<file path="config.mk">
export PLATFORM = sky130hd
export DESIGN_NAME = dec_bank_ram
export DESIGN_NICKNAME = d
export VERILOG_FILES = /design/src/rtl/dec_bank_pkg.sv /design/src/rtl/RAM_SP_SR_RW.sv /design/src/rtl/dec_bank_ram.sv
export SDC_FILE = /design/constraint.sdc
export NUM_CORES = 1
export LEC_CHECK = 0
export CAP_MARGIN = 20
export CORE_ASPECT_RATIO = 1.1
export CORE_MARGIN = 8
export CORE_UTILIZATION = 65
export CTS_CLUSTER_SIZE = 24
export DETAILED_ROUTE_END_ITERATION = 7
export PLACE_DENSITY_LB_ADDON = 0.05
export SYNTH_ARGS = -nofsm -noshare
export SYNTH_HDL_FRONTEND = slang
export SYNTH_HIERARCHICAL = 1
export SYNTH_SLANG_ARGS = --single-unit
</file>
<file path="constraint.sdc">
create_clock -name clk -period 5.3 [get_ports clk]
set_input_delay 1.06 -clock clk [delete_from_list [all_inputs] [get_ports clk]]
set_output_delay 1.06 -clock clk [all_outputs]
set_load 0.05 [all_outputs]
</file>
<file path="src/rtl/dec_bank_pkg.sv">
// Shared types and helpers for the rotating decision bank RAM.
// Bank index type, safe clog2 and modulo bank increment.
package dec_bank_pkg;

  function automatic int clog2_safe(input int n);
    return (n <= 2) ? 1 : $clog2(n);
  endfunction

  localparam int MAX_BANKS  = 16;
  localparam int BANK_IDX_W = clog2_safe(MAX_BANKS);

  typedef logic [BANK_IDX_W-1:0] bank_idx_t;

  function automatic bank_idx_t next_bank(
    input bank_idx_t idx,
    input int        n
  );
    if (int'(idx) >= n - 1) return '0;
    return idx + bank_idx_t'(1);
  endfunction

endpackage

</file>
<file path="src/rtl/RAM_SP_SR_RW.sv">
// Single-port RAM, synchronous read and write, one port.
// Ports: clk, cs, we, addr, din -> dout (registered, updated on cs && !we).
module RAM_SP_SR_RW #(
  parameter int DATA_WIDTH = 1,
  parameter int ADDR_WIDTH = 8,
  parameter int RAM_DEPTH  = 1 << ADDR_WIDTH
) (
  input  logic                  clk,
  input  logic                  cs,
  input  logic                  we,
  input  logic [ADDR_WIDTH-1:0] addr,
  input  logic [DATA_WIDTH-1:0] din,
  output logic [DATA_WIDTH-1:0] dout
);

  logic [DATA_WIDTH-1:0] r_mem [RAM_DEPTH];

  always_ff @(posedge clk) begin
    if (cs && we)
      r_mem[addr] <= din;
    if (cs && !we)
      dout <= r_mem[addr];
  end

endmodule

</file>
<file path="src/rtl/dec_bank_ram.sv">
// N-bank rotating decision RAM: writer fills/commits banks, reader reads/releases.
// Ports: wr_* write side, rd_* read side, bank_count, sticky err_wr/err_rd.
module dec_bank_ram
  import dec_bank_pkg::*;
#(
  parameter int DATA_WIDTH = 1,
  parameter int ADDR_WIDTH = 8,
  parameter int RAM_DEPTH  = 1 << ADDR_WIDTH,
  parameter int NUM_BANKS  = 2
) (
  input  logic                             clk,
  input  logic                             rst_n,
  input  logic                             wr_en,
  input  logic [ADDR_WIDTH-1:0]            wr_addr,
  input  logic [DATA_WIDTH-1:0]            wr_data,
  input  logic                             wr_commit,
  output logic                             wr_ready,
  input  logic                             rd_en,
  input  logic [ADDR_WIDTH-1:0]            rd_addr,
  output logic [DATA_WIDTH-1:0]            rd_data,
  output logic                             rd_valid,
  input  logic                             rd_release,
  output logic                             rd_avail,
  output logic [$clog2(NUM_BANKS+1)-1:0]   bank_count,
  output logic                             err_wr,
  output logic                             err_rd
);

  localparam int CNT_W = $clog2(NUM_BANKS + 1);

  bank_idx_t             r_wr_ptr;
  bank_idx_t             r_rd_ptr;
  bank_idx_t             r_rd_bank;
  logic [CNT_W-1:0]      r_count;
  logic                  r_rd_valid;
  logic [DATA_WIDTH-1:0] r_hold;
  logic                  r_err_wr;
  logic                  r_err_rd;

  logic                  w_wr_ok;
  logic                  w_rd_ok;
  logic                  w_we;
  logic                  w_inc;
  logic                  w_dec;
  logic                  w_rd;
  logic [DATA_WIDTH-1:0] w_mux;
  logic [DATA_WIDTH-1:0] w_dout [NUM_BANKS];

  assign w_wr_ok = (r_count < CNT_W'(NUM_BANKS));
  assign w_rd_ok = (r_count != '0);
  assign w_we    = wr_en && w_wr_ok;
  assign w_inc   = wr_commit && w_wr_ok;
  assign w_dec   = rd_release && w_rd_ok;
  assign w_rd    = rd_en && w_rd_ok;

  // When full the write pointer aliases the read bank; the reader
  // owns it then, so the write address is only steered in while ready.
  for (genvar i = 0; i < NUM_BANKS; i++) begin : g_bank
    logic                  w_sel;
    logic [ADDR_WIDTH-1:0] w_addr;
    assign w_sel  = (r_wr_ptr == bank_idx_t'(i)) && w_wr_ok;
    assign w_addr = w_sel ? wr_addr : rd_addr;

    RAM_SP_SR_RW #(
      .DATA_WIDTH (DATA_WIDTH),
      .ADDR_WIDTH (ADDR_WIDTH),
      .RAM_DEPTH  (RAM_DEPTH)
    ) u_ram (
      .clk  (clk),
      .cs   (1'b1),
      .we   (w_we && w_sel),
      .addr (w_addr),
      .din  (wr_data),
      .dout (w_dout[i])
    );
  end

  always_comb begin
    w_mux = '0;
    for (int i = 0; i < NUM_BANKS; i++)
      if (r_rd_bank == bank_idx_t'(i))
        w_mux = w_dout[i];
  end

  always_ff @(posedge clk or negedge rst_n) begin
    if (!rst_n) begin
      r_wr_ptr   <= '0;
      r_rd_ptr   <= '0;
      r_rd_bank  <= '0;
      r_count    <= '0;
      r_rd_valid <= 1'b0;
      r_hold     <= '0;
      r_err_wr   <= 1'b0;
      r_err_rd   <= 1'b0;
    end else begin
      if (w_inc)
        r_wr_ptr <= next_bank(r_wr_ptr, NUM_BANKS);
      if (w_dec)
        r_rd_ptr <= next_bank(r_rd_ptr, NUM_BANKS);
      r_count <= r_count + CNT_W'(w_inc) - CNT_W'(w_dec);
      r_rd_valid <= w_rd;
      if (w_rd)
        r_rd_bank <= r_rd_ptr;
      // Capture the presented word so rd_data holds between reads.
      if (r_rd_valid)
        r_hold <= w_mux;
      if ((wr_en || wr_commit) && !w_wr_ok)
        r_err_wr <= 1'b1;
      if ((rd_en || rd_release) && !w_rd_ok)
        r_err_rd <= 1'b1;
    end
  end

  assign wr_ready   = w_wr_ok;
  assign rd_avail   = w_rd_ok;
  assign bank_count = r_count;
  assign rd_valid   = r_rd_valid;
  assign rd_data    = r_rd_valid ? w_mux : r_hold;
  assign err_wr     = r_err_wr;
  assign err_rd     = r_err_rd;

endmodule
</file>
-- After elaboration in Yosys (flattened, before gate mapping)
Memories as Yosys holds them, arrays and structs flattened. A register that Yosys moved wholly into a read port is not among the register bits.
Index checks and enable logic that the tools add are counted.
- bits in registers: 18
- output and inout bits: 8
- memories kept: 2
- input bits: 23
- bits in writable memories: 512
- logic and storage cells: 55
- reduce and logical (&&, ||, !) cells: 19
- equal/unequal tests: 2
- muxes and demuxes: 17
- $add $sub $neg: 4
- magnitude comparators: 3
- memories (memory ; words ; width ; rd ports ; clocked after Yosys merged registers in ; write ports ; RTL line ; text):
    g_bank[0].u_ram.r_mem ; 256 ; 1 ; 1 ; 1 ; 1 ; RAM_SP_SR_RW.sv:16 ; logic [DATA_WIDTH-1:0] r_mem [RAM_DEPTH];
    g_bank[1].u_ram.r_mem ; 256 ; 1 ; 1 ; 1 ; 1 ; RAM_SP_SR_RW.sv:16 ;
- operators by type and width (kind ; number):
    $mux 4 ; 4
    $mux 8 ; 2
    $mux 1 ; 11
    $logic_and 1x1->1 ; 10
    $add 4x1->4 const B ; 2
    $eq 4x1->1 const B ; 2
    $ge 4x1->1 const B ; 2
    $logic_not 4->1 ; 2
    $logic_not 1->1 ; 4
    $add 2x1->2 ; 1
    $logic_or 1x1->1 ; 2
    $lt 2x2->1 const B ; 1
    $reduce_bool 2->1 ; 1
    $sub 2x1->2 ; 1

-- Depth between registers and ports, before layout
- word-level depth: 5
- depth in mapped cells: 13
- depth with buffers taken out: 10

-- Modules after synthesis
Netlist, hierarchy kept.
- by module, submodules not included (module ; area an instance (um^2) ; times used ; cells an instance):
    RAM_SP_SR_RW ; 11185.7 ; 2 ; 765
    dec_bank_ram ; 1151.1 ; 1 ; 99

-- Worst setup path before layout
No wires, ideal clock.
- path type: flip-flop to flip-flop
- from: register r_count[1] (netlist: bank_count[1])
- to: register g_bank[0].u_ram.dout (read register of g_bank[0].u_ram.r_mem), data pin
- cell stages (with the launch flop): 14
- buffers on the path: 4
- arrival time: 2875 ps
- setup slack: 2160 ps
- data required time: 5034 ps
- cell sequence: dfrtp_1 -> buf_6 -> nor3_4 -> and2_4 -> buf_8 -> mux2_4 -> buf_2 -> clkbuf_1 -> mux4_2 -> a22oi_1 -> nand2_1 -> a22o_1 -> o211ai_2 -> nand4_1
- elaborated cells between the ends (all ways): 6
- classes of those cells: order compare (1); mux (1); reduce/logical (4)
- RTL lines (element ; RTL line ; text):
    from (decl) ; dec_bank_ram.sv:34 ; logic [CNT_W-1:0] r_count;
    from (signal assigned) ; dec_bank_ram.sv:100 ; r_count <= r_count + CNT_W'(w_inc) - CNT_W'(w_dec);
    $lt 2x2->1 ; dec_bank_ram.sv:49 ; assign w_wr_ok = (r_count < CNT_W'(NUM_BANKS));
    $logic_and 1x1->1 ; dec_bank_ram.sv:61 ; assign w_sel = (r_wr_ptr == bank_idx_t'(i)) && w_wr_ok;
    $mux 8 ; dec_bank_ram.sv:62 ; assign w_addr = w_sel ? wr_addr : rd_addr;
    net g_bank[0].w_addr[1] ; dec_bank_ram.sv:60 ; logic [ADDR_WIDTH-1:0] w_addr;
    to (decl) ; RAM_SP_SR_RW.sv:13 ; output logic [DATA_WIDTH-1:0] dout
The timed path passes the listed nets, and every way through them passes these cells.
A chain may end at the register's enable or synchronous reset.

-- Worst setup path in the final report
Same ends and word-level chain as after synthesis.

==> metrics.txt <==
mean number of vias per cell 6.35; number of setup violations in the final report 0; minimum setup slack in the final design 1.34 ns; Global Route Usage Sum 23.4%; maximum number of pins on one net before global-route repair 177; area of the core 0.0359 sq mm; most frequent cells in the layout 514 x sky130_fd_sc_hd__edfxtp_1, 439 x sky130_fd_sc_hd__nor2_1, 128 x sky130_fd_sc_hd__mux4_2; library cells used by synthesis 37; maximum vdd ir drop 0.377 mV; fraction of final layout cells sized beyond drive strength 1 16.0%; final HPWL from detailed placement 29.7 mm; setup slack of the most critical reg-to-reg path 1.34 ns; top sig layer met4; Die Height 216 um; cell count of the worst hold path 1; TritonCTS Buffers 50; die footprint 0.0425 sq mm; Initial Util 65.5%; number of global-route vias before repair 13.7k; post-CTS sizing 0; Sequential cell area 0.0159 sq mm; Cell Area, Synth 0.0235 sq mm; category of the worst setup path launch point flip-flop; number of levels the H-tree was split into 2; final number of max-transition violations 0; worst hold slack 0.482 ns; f_max 252 MHz; number of failing hold endpoints at the final stage 0; Row Count 73; HP Class flip-flop to flip-flop; commonest non-fill, non-tap cell in the layout sky130_fd_sc_hd__edfxtp_1; Total Neg Setup Slack 0 ns; routed length per instance 23.3 um; kind of critical path flip-flop to flip-flop; filler cell count 2414; routed wire length on met2 26.2 mm; buffers from clock root to sink, at most 3; power per cell area 422 mW/mm^2; Total Nets Final 1636; x dimension of the die 197 um; cell leakage power 7.73 nW; required arrival time at the worst endpoint 5.59 ns; routability cong. 0.855; layout overhead on the synthesized area 8.81%; antenna violations before repair 0; RSZ-0062 raised after global routing false; worst hold endpoint err_wr; Remaining DRCs 0; global-route wire length before repair 76.7 mm; grt ovf 0; hold path start err_wr; sequential element share of the synthesized area 67.5%; setup clock skew after layout 0.00897 ns; DRC violation total after the first TritonRoute iteration 1274; count of input and output buffers 30; worst setup slack after placement 0.807 ns; worst reg2reg path endpoint g_bank[0].u_ram/dout; number of storage elements in the synthesis netlist 532; drt pass-1 iters 6; number of nets still failing antenna checks after routing 0; total vias in the final route 13.5k; overall routed net length 49.7 mm; Crit Reg-Reg Startpoint bank_count[1]; transition time of the tightest slew-check pin 1.14 ns; Worst R2R Path Depth 10; # Max-Cap Violations 0; Critical Path Sink Type flip-flop; fin crit share 74.8%; wire length on met3 3.13 mm; number of clock sinks 532; CP Max Fanout 36; max_slew headroom 23.8%; worst path arrival time 4.25 ns; final period demand of the worst path 3.96 ns; per-instance average area after synthesis 14.4 sq um; clock-pin slew of the registers on the worst-case setup and hold paths 0.06 ns; finished layout cell area 0.0256 sq mm; outcome finished clean; hold buffer count at CTS 0; final antenna diode count 0; buffer count from post-CTS setup fixing 0; Post-Route M1 WL 19.0 mm; number of instances in the synthesized netlist 1629; CTS root buf sky130_fd_sc_hd__clkbuf_16; area of the multi-input gates 0.00696 sq mm; yosys warns 6; placed standard-cell area 0.0240 sq mm; total chip power 10.8 mW; IO Count 31; clock insertion delay at the later pin of the skew report 0.57 ns; CTS tree done
-- Yosys cell counts --
master                       n  area [sq um]
sky130_fd_sc_hd__nor2b_1    18           113
sky130_fd_sc_hd__and2_1      8          50.1
sky130_fd_sc_hd__and3_1      2          12.5
sky130_fd_sc_hd__nand3_1    30           150
sky130_fd_sc_hd__mux2_2      3          33.8
sky130_fd_sc_hd__o21ai_0     7          35.0
sky130_fd_sc_hd__or2_2       5          31.3
sky130_fd_sc_hd__o21ai_1     8          40.0
sky130_fd_sc_hd__xnor2_1     2          17.5
sky130_fd_sc_hd__o21ai_2     1          8.76
sky130_fd_sc_hd__edfxtp_1  514         15400
sky130_fd_sc_hd__dfrtp_1    18           450
sky130_fd_sc_hd__ha_1        8           100
sky130_fd_sc_hd__mux2_4     16           240
sky130_fd_sc_hd__buf_1       6          22.5
sky130_fd_sc_hd__mux2i_1     1          10.0
sky130_fd_sc_hd__conb_1      1          3.75
sky130_fd_sc_hd__a22oi_1    62           465
sky130_fd_sc_hd__buf_2       8          40.0
sky130_fd_sc_hd__clkbuf_1  111           417
sky130_fd_sc_hd__nand4_1    12          75.1
sky130_fd_sc_hd__o211ai_2    2          25.0
sky130_fd_sc_hd__nor2_1    439          1650
sky130_fd_sc_hd__and2_4      2          17.5
sky130_fd_sc_hd__nor4_1      1          6.26
sky130_fd_sc_hd__mux4_2    128          2880
sky130_fd_sc_hd__nand2b_1   10          62.6
sky130_fd_sc_hd__nand2_1    77           289
sky130_fd_sc_hd__a22oi_2     2          25.0
sky130_fd_sc_hd__nor3_4      1          16.3
sky130_fd_sc_hd__nor3_1     84           420
sky130_fd_sc_hd__inv_1       8          30.0
sky130_fd_sc_hd__buf_8       4          60.1
sky130_fd_sc_hd__a22o_1     16           140
sky130_fd_sc_hd__o21bai_1    1          7.51
sky130_fd_sc_hd__buf_6      11           124
sky130_fd_sc_hd__nor4b_1     2          17.5
-- power by group --
part	internal, mW	switching [mW]	leakage [nW]
registers	4.67	0.0483	4.85
clock network	1.93	1.46	0.768
logic	1.04	1.65	2.11
total	7.64	3.15	7.73
-- cells by family (layout without fill, tap and decap cells) --
| logic type | count (synthesis) | in the layout | synth area share, % |
|---|---|---|---|
| multiplexers | 148 | 148 | 13.5 |
| flip-flops | 532 | 532 | 67.5 |
| buffers and inverters | 148 | 160 | 2.95 |
| adder cells (fa/ha/maj) | 8 | 8 | 0.426 |
| AO/OA/AOI/OAI | 99 | 99 | 3.18 |
| XOR/XNOR | 2 | 2 | 0.0745 |
| AND/OR/NAND/NOR | 691 | 691 | 12.4 |
| other | 1 | 4 | 0.0159 |
-- critical path: stages (launching register included) --
cell	delay [ns]
sky130_fd_sc_hd__dfrtp_1	0.51
sky130_fd_sc_hd__nor3_4	0.22
sky130_fd_sc_hd__and2_4	0.27
sky130_fd_sc_hd__mux2_4	0.66
sky130_fd_sc_hd__buf_4	0.39
sky130_fd_sc_hd__mux4_2	0.54
sky130_fd_sc_hd__a22oi_1	0.24
sky130_fd_sc_hd__nand2_1	0.14
sky130_fd_sc_hd__a22o_1	0.25
sky130_fd_sc_hd__o21ai_1	0.28
sky130_fd_sc_hd__nand4_1	0.16
-- sequential cells by signal, summed over array words and instances, names as in the netlist --
| register | cells |
|---|---|
| bank_count | 2 |
| err_rd | 1 |
| err_wr | 1 |
| g_bank.u_ram/dout | 2 |
| g_bank.u_ram/r_mem | 512 |
| r_hold | 1 |
| r_rd_bank | 4 |
| r_rd_ptr | 4 |
| r_wr_ptr | 4 |
| rd_valid | 1 |
-- per-layer routing --
layer | vias up | global-route usage (%)
met5 | - | 0
met4 | 0 | 7.53
met3 | 103 | 3.10
met2 | 524 | 41.7
met1 | 6866 | 29.4
li1 | 6029 | -
-- layout make-up --
type	count	area share (%)
clock buffer	69	5.46
clock inverter	22	0.591
inverter	8	0.117
multi-input combinational	952	27.2
sequential	532	62.1
tap	487	2.38
timing repair buffer	61	2.20
-- through the flow --
step | instances | util (%)
2_1_floorplan | 1632 | -
3_3_place_gp | 2040 | 67.0
3_5_place_dp | 2040 | 67.0
4_1_cts | 2131 | 71.3
5_1_grt | 2131 | 71.3
6_report | 2131 | 71.3
-- worst max path at each step --
stage / from / endpoint / slack [ns] / cells after the start
CTS: bank_count[1] / g_bank[0].u_ram/dout / 1.31 / 10
global route: bank_count[1] / g_bank[0].u_ram/dout / 1.12 / 10
detailed placement: rd_addr[0] / g_bank[1].u_ram/dout / 0.81 / 9
finish: bank_count[1] / g_bank[0].u_ram/dout / 1.34 / 10
global placement: wr_addr[0] / g_bank[1].u_ram/dout / 0.85 / 9
floorplan: bank_count[1] / g_bank[0].u_ram/dout / 2.16 / 13
Note: power is estimated with default switching activity, not from simulation.
